===== src/rtl/nvme_host_en_seq.sv =====
// nvme_host_en_seq: enables the NVMe host controller with one AXI-Lite write, then polls
// its status register until the ready mask matches, the poll budget runs out or a response errors.
`ifndef HOST_ADDR_BITS
`define HOST_ADDR_BITS 32
`endif
module nvme_host_en_seq #(
   parameter int                   ADDR_BITS   = `HOST_ADDR_BITS,
   parameter logic [ADDR_BITS-1:0] ENABLE_ADDR = 'h14,
   parameter logic [31:0]          ENABLE_DATA = 32'h0046_0001,
   parameter logic [ADDR_BITS-1:0] POLL_ADDR   = 'h1C,
   parameter logic [31:0]          POLL_MASK   = 32'h1,
   parameter int                   MAX_POLLS   = 1000,
   parameter int                   POLL_GAP    = 16
) (
   input  logic                 axi_aclk,
   input  logic                 axi_aresetn,
   input  logic                 start,
   output logic                 busy,
   output logic                 done,
   output logic                 err,
   output logic [1:0]           err_code,
   output logic [ADDR_BITS-1:0] host_m_axi_awaddr,
   output logic                 host_m_axi_awvalid,
   input  logic                 host_m_axi_awready,
   output logic [31:0]          host_m_axi_wdata,
   output logic [3:0]           host_m_axi_wstrb,
   output logic                 host_m_axi_wvalid,
   input  logic                 host_m_axi_wready,
   input  logic [1:0]           host_m_axi_bresp,
   input  logic                 host_m_axi_bvalid,
   output logic                 host_m_axi_bready,
   output logic [ADDR_BITS-1:0] host_m_axi_araddr,
   output logic                 host_m_axi_arvalid,
   input  logic                 host_m_axi_arready,
   input  logic [31:0]          host_m_axi_rdata,
   input  logic [1:0]           host_m_axi_rresp,
   input  logic                 host_m_axi_rvalid,
   output logic                 host_m_axi_rready
);
   localparam int PW = $clog2(MAX_POLLS + 1);
   localparam int GW = POLL_GAP > 0 ? $clog2(POLL_GAP + 1) : 1;
   localparam logic [PW-1:0] POLL_LAST = PW'(MAX_POLLS);
   localparam logic [GW-1:0] GAP_LAST = GW'(POLL_GAP > 0 ? POLL_GAP - 1 : 0);

   typedef enum logic [2:0] {IDLE, WR, WRESP, RADDR, RDATA, GAP} state_t;

   state_t        state, state_n;
   logic [PW-1:0] polls, polls_n;
   logic [GW-1:0] gap, gap_n;
   logic          aw_ok, aw_ok_n, w_ok, w_ok_n;
   logic          done_n, err_n;
   logic [1:0]    code_n;

   assign host_m_axi_awaddr = ENABLE_ADDR;
   assign host_m_axi_wdata  = ENABLE_DATA;
   assign host_m_axi_wstrb  = 4'hF;
   assign host_m_axi_araddr = POLL_ADDR;

   always_comb begin
      state_n = state;
      polls_n = polls;
      gap_n   = gap;
      aw_ok_n = aw_ok;
      w_ok_n  = w_ok;
      done_n  = done;
      err_n   = err;
      code_n  = err_code;
      case (state)
         IDLE: if (start) begin
            state_n = WR;
            polls_n = '0;
            aw_ok_n = 1'b0;
            w_ok_n  = 1'b0;
            done_n  = 1'b0;
            err_n   = 1'b0;
            code_n  = 2'b00;
         end
         WR: begin
            // AW and W complete independently; leave only once both have handshaken
            aw_ok_n = aw_ok | (host_m_axi_awvalid & host_m_axi_awready);
            w_ok_n  = w_ok | (host_m_axi_wvalid & host_m_axi_wready);
            if (aw_ok_n && w_ok_n) state_n = WRESP;
         end
         WRESP: if (host_m_axi_bvalid) begin
            if (host_m_axi_bresp != 2'b00) begin
               state_n = IDLE;
               err_n   = 1'b1;
               code_n  = 2'b01;
            end else state_n = RADDR;
         end
         RADDR: if (host_m_axi_arready) begin
            polls_n = polls + 1'b1;
            state_n = RDATA;
         end
         RDATA: if (host_m_axi_rvalid) begin
            if (host_m_axi_rresp != 2'b00) begin
               state_n = IDLE;
               err_n   = 1'b1;
               code_n  = 2'b11;
            end else if ((host_m_axi_rdata & POLL_MASK) == POLL_MASK) begin
               state_n = IDLE;
               done_n  = 1'b1;
            end else if (polls == POLL_LAST) begin
               state_n = IDLE;
               err_n   = 1'b1;
               code_n  = 2'b10;
            end else if (POLL_GAP == 0) state_n = RADDR;
            else begin
               state_n = GAP;
               gap_n   = '0;
            end
         end
         GAP: if (gap == GAP_LAST) state_n = RADDR;
              else gap_n = gap + 1'b1;
         default: state_n = IDLE;
      endcase
   end

   // Handshake outputs are registered from the next state so they line up with the state register
   always_ff @(posedge axi_aclk or negedge axi_aresetn) begin
      if (!axi_aresetn) begin
         state              <= IDLE;
         polls              <= '0;
         gap                <= '0;
         aw_ok              <= 1'b0;
         w_ok               <= 1'b0;
         done               <= 1'b0;
         err                <= 1'b0;
         err_code           <= 2'b00;
         busy               <= 1'b0;
         host_m_axi_awvalid <= 1'b0;
         host_m_axi_wvalid  <= 1'b0;
         host_m_axi_bready  <= 1'b0;
         host_m_axi_arvalid <= 1'b0;
         host_m_axi_rready  <= 1'b0;
      end else begin
         state              <= state_n;
         polls              <= polls_n;
         gap                <= gap_n;
         aw_ok              <= aw_ok_n;
         w_ok               <= w_ok_n;
         done               <= done_n;
         err                <= err_n;
         err_code           <= code_n;
         busy               <= state_n != IDLE;
         host_m_axi_awvalid <= state_n == WR && !aw_ok_n;
         host_m_axi_wvalid  <= state_n == WR && !w_ok_n;
         host_m_axi_bready  <= state_n == WRESP;
         host_m_axi_arvalid <= state_n == RADDR;
         host_m_axi_rready  <= state_n == RDATA;
      end
   end
endmodule


===== config.mk =====
export PLATFORM = sky130hd
export DESIGN_NAME = nvme_host_en_seq
export DESIGN_NICKNAME = d
export VERILOG_FILES = /design/src/rtl/nvme_host_en_seq.sv
export SDC_FILE = /design/constraint.sdc
export NUM_CORES = 1
export LEC_CHECK = 0
export ABC_AREA = 1
export BUFFER_PORTS_ARGS = -buffer_cell sky130_fd_sc_hd__buf_2
export CAP_MARGIN = 40
export CORE_ASPECT_RATIO = 0.6
export CORE_MARGIN = 1.5
export CORE_UTILIZATION = 44
export CTS_CLUSTER_DIAMETER = 120
export DETAILED_ROUTE_END_ITERATION = 7
export GPL_TIMING_DRIVEN = 1
export PLACE_DENSITY = 0.86
export SYNTH_ARGS = -nofsm -noshare
export SYNTH_HDL_FRONTEND = slang
export SYNTH_SLANG_ARGS = --single-unit

===== constraint.sdc =====
create_clock -name axi_aclk -period 1.8 [get_ports axi_aclk]
set_input_delay 0 -clock axi_aclk [delete_from_list [all_inputs] [get_ports axi_aclk]]
set_output_delay 0 -clock axi_aclk [all_outputs]
set_load 0.03 [all_outputs]

==> run metrics, run 1 <==
skew final=0.005637 ns; leading cell type in the layout, fill and taps excluded=conb_1; WL per Instance=9.331 µm; Worst-Skew Late Latency=0.28 ns; Initial Util=45.54%; Avg Inst Size Synth=7.515 µm²; Routed Antenna Nets=0; Worst-Margin Slew=0.6733 ns; synthesized area=2525 µm²; max cap viols=0; Worst Hold End=err_code[1]$_DFFE_PN0P_; Post-Synthesis Cells=336; Yosys reg bits=30; Max-slew headroom=55.11%; vias=1813; Critical Path RT=1.98 ns; Placer Congestion=0.9323; RSZ-0062 raised after global routing=false; commonest non-fill, non-tap cells in the layout=conb_1, nand2_1, nor2_1, dfrtp_1, inv_1; PwrDens=1305 nW/µm²; Worst Setup End Kind=flip-flop; CP Class=flip-flop to flip-flop; reg2reg start=polls[0]$_DFFE_PN0P_; Hold Path Stages=4; synth unique cells=30; core box area=5544 µm²; Tmin final=1.619 ns; ANT cells=0; initial antenna violation count=0; Peak VDD IR=0.0004451 V; htree depth=2; CTS root buffer=clkbuf_8; R2R cell count=9; status=complete, no violations; Routed WL=4143 µm; global-route wire length before repair=6334 µm; fin crit share=89.95%; vias in the first global route=1448; die area=6217 µm²; final setup vio count=0; final cell count without fillers=444; CP Launch Type=flip-flop; critical path data arrival time=1.80 ns; Detailed Place HPWL=3258 µm; clock sink count=30; TNS Setup=0 ns; DIE WIDTH=100.8 µm; worst reg2reg setup slack=0.18 ns; vias per cell=4.083; total global routing overflow=0; first-iteration detailed-routing DRC count=126; buffer levels on the longest clock path=2; Cell Rows=21; worst hold path startpoint=host_m_axi_rdata[0]; pin count of the biggest net entering global routing=31; sequential cell area fraction in the yosys report=29.73%; area added between synthesis and finish=-2.924%; fin. max-slew vios=0; # port buffers=22; yosys warns=0; I/O Pins=154; number of buffers created by CTS=5; Die H=61.68 µm; cell total after placement=435; Total GRT Usage=13.65%; critical path peak fanout=5; Reg clk slew, reported paths=0.07 ns; f_max=617.6 MHz; end of the worst register-to-register path=err_code[1]$_DFFE_PN0P_; Pleak=0.001418 µW; Final Net Count=411; Final Hold Vio Count=0; CTS tree=yes; Hold Path Class=input port to flip-flop; Residual DRC=0; Post-Route Utilization=44.21%; Pre-antenna DRT Iters=4; layout cell share with drive strength beyond 1=15.66%
## flip-flops by register name, summed over array words and instances (netlist names)
name / cells
state: 3
host_m_axi_arvalid: 1
w_ok: 1
host_m_axi_bready: 1
err: 1
gap: 5
polls: 10
busy: 1
done: 1
err_code: 2
aw_ok: 1
host_m_axi_rready: 1
host_m_axi_awvalid: 1
host_m_axi_wvalid: 1
## timing repair
| action | in CTS | in global routing |
|---|---|---|
| setup buffers | 0 | 0 |
| gates resized for setup | 0 | 2 |
| hold buffers | 1 | 0 |
| endpoints found under the hold margin | 30 | 0 |
| setup endpoints to repair | 0 | 3 |
## worst max-delay path by stage
stage	startpoint	to	slack, ns	cells past startpoint
after global placement	polls[0]$_DFFE_PN0P_	err_code[1]$_DFFE_PN0P_	0.20	9
after global routing	polls[0]$_DFFE_PN0P_	err_code[0]$_DFFE_PN0P_	0.005	9
after CTS	polls[0]$_DFFE_PN0P_	err$_DFFE_PN0P_	0.14	9
after floorplan	gap[0]$_DFFE_PN0P_	gap[2]$_DFFE_PN0P_	0.29	9
final	polls[0]$_DFFE_PN0P_	err_code[1]$_DFFE_PN0P_	0.18	9
after detailed placement	polls[0]$_DFFE_PN0P_	err$_DFFE_PN0P_	0.15	9
## per-stage QoR
stage	hold slack [ns]	setup slack (ns)	total power (µW)	area, µm²
6_report	0.04426	0.1809	3198	2451
2_1_floorplan	-0.2956	0.2877	2485	2893
3_3_place_gp	0.07048	0.2000	2580	2341
4_1_cts	0.03552	0.1427	3210	2446
3_5_place_dp	0.07925	0.1493	2617	2341
5_1_grt	0.08240	0.004871	3479	2451
## cells in the mapped netlist (all sizes together)
master | instances | share of area (%)
buf | 101 | 30
nand2 | 69 | 12
nor2 | 36 | 6.5
inv | 32 | 4.8
dfrtp | 30 | 30
nand3 | 26 | 5.6
o21ai | 11 | 2.2
nand4 | 7 | 1.7
a21oi | 6 | 1.3
ha | 4 | 2.0
a21o | 2 | 0.59
conb | 2 | 0.30
or2 | 2 | 0.50
xor2 | 2 | 0.69
and3 | 1 | 0.25
nor3 | 1 | 0.20
nor3b | 1 | 0.50
o21bai | 1 | 0.30
o31ai | 1 | 0.30
xnor2 | 1 | 0.35
## power breakdown
group | switching [µW] | internal, µW
Clock | 261 | 307
Sequential | 155 | 862
Combinational | 1200 | 411
Total | 1620 | 1580
## worst max-delay path, cell delays in order, from the launching register on
cell and delay [ns]:
dfrtp_1 0.43, inv_2 0.11, ha_1 0.17, nand2_1 0.06
nor2_1 0.14, nand3_2 0.15, a21oi_2 0.22, nand2_1 0.11
nand2_1 0.07, nand2_1 0.04
## routing by layer
metal	track usage, %	share of wire [%]	vias to the layer above
li1	-	-	906
met1	19.13	48	828
met2	19.21	43	72
met3	3.973	6.7	7
met4	7.042	1.8	0
met5	0	0	-
## cell type report
type | instances | area, µm²
fillers | 549 | 3093
multi-input cells | 271 | 1265
flip-flops and latches | 30 | 750.7
repair buffers | 23 | 120.1
inverters | 32 | 120.1
well taps | 80 | 100.1
clock buffers | 6 | 82.58
clock inverters | 2 | 12.51
## logic make-up (layout without fill, tap and decap cells)
logic type      after synthesis  after routing  share of synthesized area [%]
compound gates               21             21                          4.707
xor+xnor                      3              3                          1.041
fa+ha+maj                     4              4                          1.982
buf+inv                     133             63                          34.94
flops                        30             30                          29.73
other cells                   2            100                         0.2974
simple gates                143            143                          27.30
Note: power is estimated with default switching activity, not from simulation.
==> run 2: changes to the inputs <==
- ABC_AREA: 1 -> default
- CORE_UTILIZATION: 44 -> 43
==> run metrics, run 2 <==
Final Hold Vio Count=0 (unchanged); PwrDens=1439 nW/µm² (+10%); die area=5865 µm² (-5.7%); Avg Inst Size Synth=8.830 µm² (+18%); sequential cell area fraction in the yosys report=32.33% (+2.6 points); leading cell type in the layout, fill and taps excluded=conb_1; CP Class=flip-flop to flip-flop; final setup margin=-0.1269 ns (-0.3078 ns); fin crit share=107.0% (+17 points); area added between synthesis and finish=5.118%; Die H=59.93 µm (-2.8%); Synth area leader=buf_4; Worst-Skew Late Latency=0.29 ns (about the same); post-synth top area share=32.33% (+2.6 points); global-route wire length before repair=6492 µm (+2.5%); # fillers=488 (-11%); DIE WIDTH=97.87 µm (-2.9%); Cell Rows=20 (-4.8%); CTS tree=yes; Routed Antenna Nets=0 (unchanged); final cell count without fillers=377 (-15%); f_max=519.0 MHz (-16%); clock sink count=30 (unchanged); cell total after placement=363 (-17%); layout cell share with drive strength beyond 1=20.90% (+5.2 points); Placer Congestion=0.8476 (-9.1%); Worst Setup End Kind=flip-flop; CTS root buffer=clkbuf_8; synth unique cells=41 (+37%); critical path data arrival time=2.15 ns (+0.35 ns); Hold Path Class=input port to flip-flop; initial antenna violation count=0 (unchanged); Max-slew headroom=57.01% (+1.9 points); Initial Util=45.27% (-0.27 points); total global routing overflow=0 (unchanged); Residual DRC=0 (unchanged); CP Launch Type=flip-flop; failing checks=negative setup slack; RSZ-0062 raised after global routing=true; Worst-Margin Slew=0.6448 ns (-0.02854 ns); Multi-input gate area=1164 µm² (-8.0%); Largest Register=polls; number of buffers created by CTS=5 (unchanged); vias per cell=4.289 (+5.0%); final setup vio count=3 (+3); skew final=0.006364 ns (+0.0007274 ns); # port buffers=22 (unchanged); Pre-antenna DRT Iters=4 (unchanged); Post-Route Utilization=47.59% (+3.4 points); Total GRT Usage=14.48% (+0.83 points); ANT cells=0 (unchanged); Yosys reg bits=30 (unchanged); htree depth=2 (unchanged); buffer levels on the longest clock path=2 (unchanged); I/O Pins=154 (unchanged); Detailed Place HPWL=3268 µm (+0.33%); WL per Instance=11.71 µm (+25%); Tot Pwr=3512 µW (+9.8%); max reg flops=10 (unchanged); yosys warns=0 (unchanged); M1 GR Usage=18.93% (-0.20 points); Most used DFF post-synth=dfrtp_1; Post-Synthesis Cells=263 (-22%); pin count of the biggest net entering global routing=31 (unchanged); vias=1617 (-11%); vias in the first global route=1376 (-5.0%); first-iteration detailed-routing DRC count=106 (-16%); Pleak=0.001353 µW (-4.6%); Final Net Count=360 (-12%); pre-CTS setup slack=-0.06815 ns (-0.2175 ns); synthesized area=2322 µm² (-8.0%); top cells by area, synth=buf_4, dfrtp_1, nor2_1; Tmin final=1.927 ns (+0.3078 ns); most frequent cells after synthesis=buf_4, dfrtp_1, nor2_1, inv_1, nand2_1; FF+latch area=750.7 µm² (unchanged); ys async rst share=100.0% (unchanged); Routed WL=4413 µm (+6.5%); Post-synth EDFFs=0 (unchanged); Largest regs=polls x10, gap x5, state x3; max cap viols=0 (unchanged); Reg clk slew, reported paths=0.06 ns (about the same); commonest non-fill, non-tap cells in the layout=conb_1, dfrtp_1, buf_4; grt met3 use=3.158% (-0.81 points); fin. max-slew vios=0 (unchanged); critical path peak fanout=4 (-1); routing usage on met2=23.35% (+4.1 points); status=complete, but fails checks; count leader, synth=buf_4; Critical Path RT=2.02 ns (+0.04 ns); core box area=5130 µm² (-7.5%); Peak VDD IR=0.001118 V (+150%); GR peak layer=met2
run 2: repair_timing:
action	4_1_cts	5_1_grt
endpoints found under the setup margin	5	8
buffers inserted	3	3
hold endpoints to repair	32	0
gates cloned	0	0
pin swaps	4	8
hold buffers	3	0
resized for setup	8	2
run 2: where the power goes:
part / internal, µW / total (µW) / switching (µW)
Combinational: 690 / 1940 / 1250
Sequential: 896 / 1040 / 144
Clock: 294 / 534 / 240
Total: 1880 / 3510 / 1630
run 2: final timing paths:
| check | depth (start not counted) | endpoint | slack (ns) | from |
|---|---|---|---|---|
| min in group asynchronous | 2 | state[2]$_DFF_PN0_ | 0.28 | axi_aresetn |
| worst min-delay path | 3 | w_ok$_DFF_PN0_ | 0.02 | host_m_axi_wready |
| worst min register to register | 1 | polls[8]$_DFFE_PN0P_ | 0.50 | polls[8]$_DFFE_PN0P_ |
| worst max register to register | 8 | gap[3]$_DFFE_PN0P_ | -0.13 | polls[1]$_DFFE_PN0P_ |
| max in group asynchronous | 2 | err$_DFFE_PN0P_ | 1.10 | axi_aresetn |
| worst max-delay path | 8 | gap[3]$_DFFE_PN0P_ | -0.13 | polls[1]$_DFFE_PN0P_ |
run 2: cell type report:
type	count	share of cell area, %
repair buffers	49	13.12
inverters	11	1.691
multi-input cells	215	47.67
well taps	66	3.383
flip-flops and latches	30	30.75
clock buffers	6	3.383
run 2: critical path: stages, from the launching register on:
cell and delay [ns]:
dfrtp_1 0.39, inv_1 0.10, ha_2 0.17, and4bb_1 0.19, and4_4 0.25, nor4_4 0.06
buf_4 0.15, or4b_1 0.47, nand2_1 0.09
run 2: layer usage:
metal	part of all wire [%]	vias to the layer above
met3	6.3	10
met2	50	66
li1	-	761
met5	0	-
met4	1.8	0
met1	42	780
run 2: per-stage QoR:
step                      hold slack (ns)  setup TNS [ns]  cell area [µm²]
after floorplan                   -0.2956               0             2690
after global placement            0.06704               0             2251
after detailed placement          0.06999         -0.2122             2251
after CTS                         0.02193        -0.07179             2417
after global routing              0.04025         -0.6004             2441
final                             0.02269         -0.2660             2441
run 2: cells by family (layout without fill, tap and decap cells):
| logic type | count (synthesis) | after routing | share of synthesized area (%) |
|---|---|---|---|
| buf+inv | 116 | 66 | 35.13 |
| simple gates | 69 | 69 | 17.03 |
| compound gates | 33 | 33 | 9.429 |
| flops | 30 | 30 | 32.33 |
| xor+xnor | 7 | 7 | 2.640 |
| fa+ha+maj | 4 | 4 | 2.155 |
| other cells | 2 | 100 | 0.3234 |
| mux | 2 | 2 | 0.9698 |
==> run 3: changes to the inputs <==
- GPL_ROUTABILITY_DRIVEN: default -> 0
- REMOVE_ABC_BUFFERS: default -> 1
==> run metrics, run 3 (synthesis gave the netlist of run 2 again) <==
CP Class=flip-flop to flip-flop; Worst Setup End Kind=flip-flop; WL per Instance=11.31 µm (-3.4%); CTS tree=yes; core box area=5130 µm² (unchanged); die area=5865 µm² (unchanged); global-route wire length before repair=6216 µm (-4.3%); Routed Antenna Nets=0 (unchanged); htree depth=2 (unchanged); Reg clk slew, reported paths=0.06 ns (about the same); RSZ-0062 raised after global routing=true; pin count of the biggest net entering global routing=31 (unchanged); DIE WIDTH=97.87 µm (unchanged); fin. max-slew vios=0 (unchanged); max reg flops=10 (unchanged); critical path peak fanout=4 (unchanged); I/O Pins=154 (unchanged); final setup vio count=0 (-3); Reg power frac=29.2% (-0.4 points); CP Launch Type=flip-flop; fin crit share=99.80% (-7.2 points); reg2reg start=gap[1]$_DFFE_PN0P_; PwrDens=1457 nW/µm² (+1.2%); skew final=0.005762 ns (-0.0006024 ns); ANT cells=0 (unchanged); initial antenna violation count=0 (unchanged); Detailed Place HPWL=3257 µm (-0.34%); f_max=556.6 MHz (+7.3%); number of buffers created by CTS=5 (unchanged); commonest non-fill, non-tap cells in the layout=conb_1, dfrtp_1, buf_2; switching power=1605 µW (-1.7%); Clk pwr share=17.9% (+2.7 points); Largest regs=polls x10, gap x5, state x3; TNS Setup=0 ns (+0.2660 ns); Residual DRC=0 (unchanged); Worst-Margin Slew=0.6901 ns (+0.04527 ns); Worst-Skew Late Latency=0.28 ns (about the same); Largest Register=polls; end of the worst register-to-register path=gap[3]$_DFFE_PN0P_; status=complete, no violations; Critical Path RT=2.02 ns (about the same); first-iteration detailed-routing DRC count=85 (-20%); CTS root buffer=clkbuf_8; Pre-antenna DRT Iters=4 (unchanged); Internal=1926 µW (+2.4%); vias per cell=4.172 (-2.7%); vias in the first global route=1340 (-2.6%); area added between synthesis and finish=4.364%; Logic pwr share=52.9% (-2.3 points); Total GRT Usage=14.00% (-0.47 points); vias=1556 (-3.8%); Peak VDD IR=0.0009853 V (-12%); Tmin final=1.796 ns (-0.1304 ns); clock sink count=30 (unchanged); Pleak=0.001335 µW (-1.3%); Final Net Count=354 (-1.7%); Cell Rows=20 (unchanged); Hold Path Class=input port to flip-flop; # port buffers=22 (unchanged); leading cell type in the layout, fill and taps excluded=conb_1; R2R cell count=6 (-2); total global routing overflow=0 (unchanged); Final Hold Vio Count=0 (unchanged); Initial Util=45.27% (unchanged); Routed WL=4218 µm (-4.4%); crit path to=gap[3]$_DFFE_PN0P_; Max-slew headroom=54.00% (-3.0 points); max cap viols=0 (unchanged); buffer levels on the longest clock path=2 (unchanged); crit path launch=gap[1]$_DFFE_PN0P_; worst reg2reg setup slack=0.004 ns (+0.13 ns); Die H=59.93 µm (unchanged); layout cell share with drive strength beyond 1=20.52% (-0.38 points); Post-Route Utilization=47.24% (-0.34 points); critical path data arrival time=2.01 ns (-0.14 ns); sw frac=45.45% (-1.0 points)
==> run 3: critical path: stages (launching register included) <==
cell,delay [ns]
dfrtp_1,0.40
ha_2,0.20
and3_4,0.19
ha_4,0.17
nand3b_1,0.18
or4b_1,0.53
nand2_1,0.07
==> run 3: worst min path at each step <==
stage,slack (ns),end,cells past startpoint,start
after floorplan,-0.30,aw_ok$_DFF_PN0_,0,axi_aresetn
after global placement,0.06,err$_DFFE_PN0P_,1,axi_aresetn
after detailed placement,0.08,err$_DFFE_PN0P_,1,axi_aresetn
after CTS,0.02,host_m_axi_rready$_DFF_PN0_,2,host_m_axi_rvalid
after global routing,0.03,host_m_axi_rready$_DFF_PN0_,2,host_m_axi_rvalid
final,0.05,w_ok$_DFF_PN0_,3,host_m_axi_wready
==> run 3: layer usage <==
| metal | share of wire [%] | track usage [%] |
|---|---|---|
| met1 | 43 | 16.97 |
| met2 | 50 | 23.35 |
| met3 | 5.7 | 5.965 |
| met4 | 0.78 | 3.673 |
| met5 | 0 | 0 |
==> run 3: power by group through the flow <==
stage	logic, µW	clock network [µW]	registers [µW]
after floorplan	973	0	1280
after global placement	1680	0	1030
after detailed placement	1740	0	1040
after CTS	1800	653	1030
after global routing	2030	698	1060
final	1870	631	1030
==> run 3: area by class of cell <==
class / count / area, µm²
inverters: 11 / 41.29
well taps: 66 / 82.58
flip-flops and latches: 30 / 750.7
fillers: 495 / 2706
clock buffers: 8 / 110.1
multi-input cells: 215 / 1166
repair buffers: 43 / 272.8
==> run 3: what timing repair did <==
action | 4_1_cts | 5_1_grt
setup buffers | 4 | 1
hold buffers | 2 | 0
endpoints found under the setup margin | 5 | 8
pin swaps | 3 | 5
gates resized for setup | 4 | 6
cloned | 0 | 0
endpoints found under the hold margin | 31 | 0
==> run 3: through the flow <==
step                total power, µW  instances  hold WS [ns]  setup WS [ns]  area [µm²]
detailed placement             2778        358       0.07921       -0.08645        2213
global placement               2706        358       0.06406        0.01512        2213
CTS                            3476        372       0.02058       0.001128        2387
global route                   3791        373       0.03365       -0.06862        2424
floorplan                      2250        256       -0.2956       0.009833        1916
finish                         3531        373       0.04739       0.003527        2424
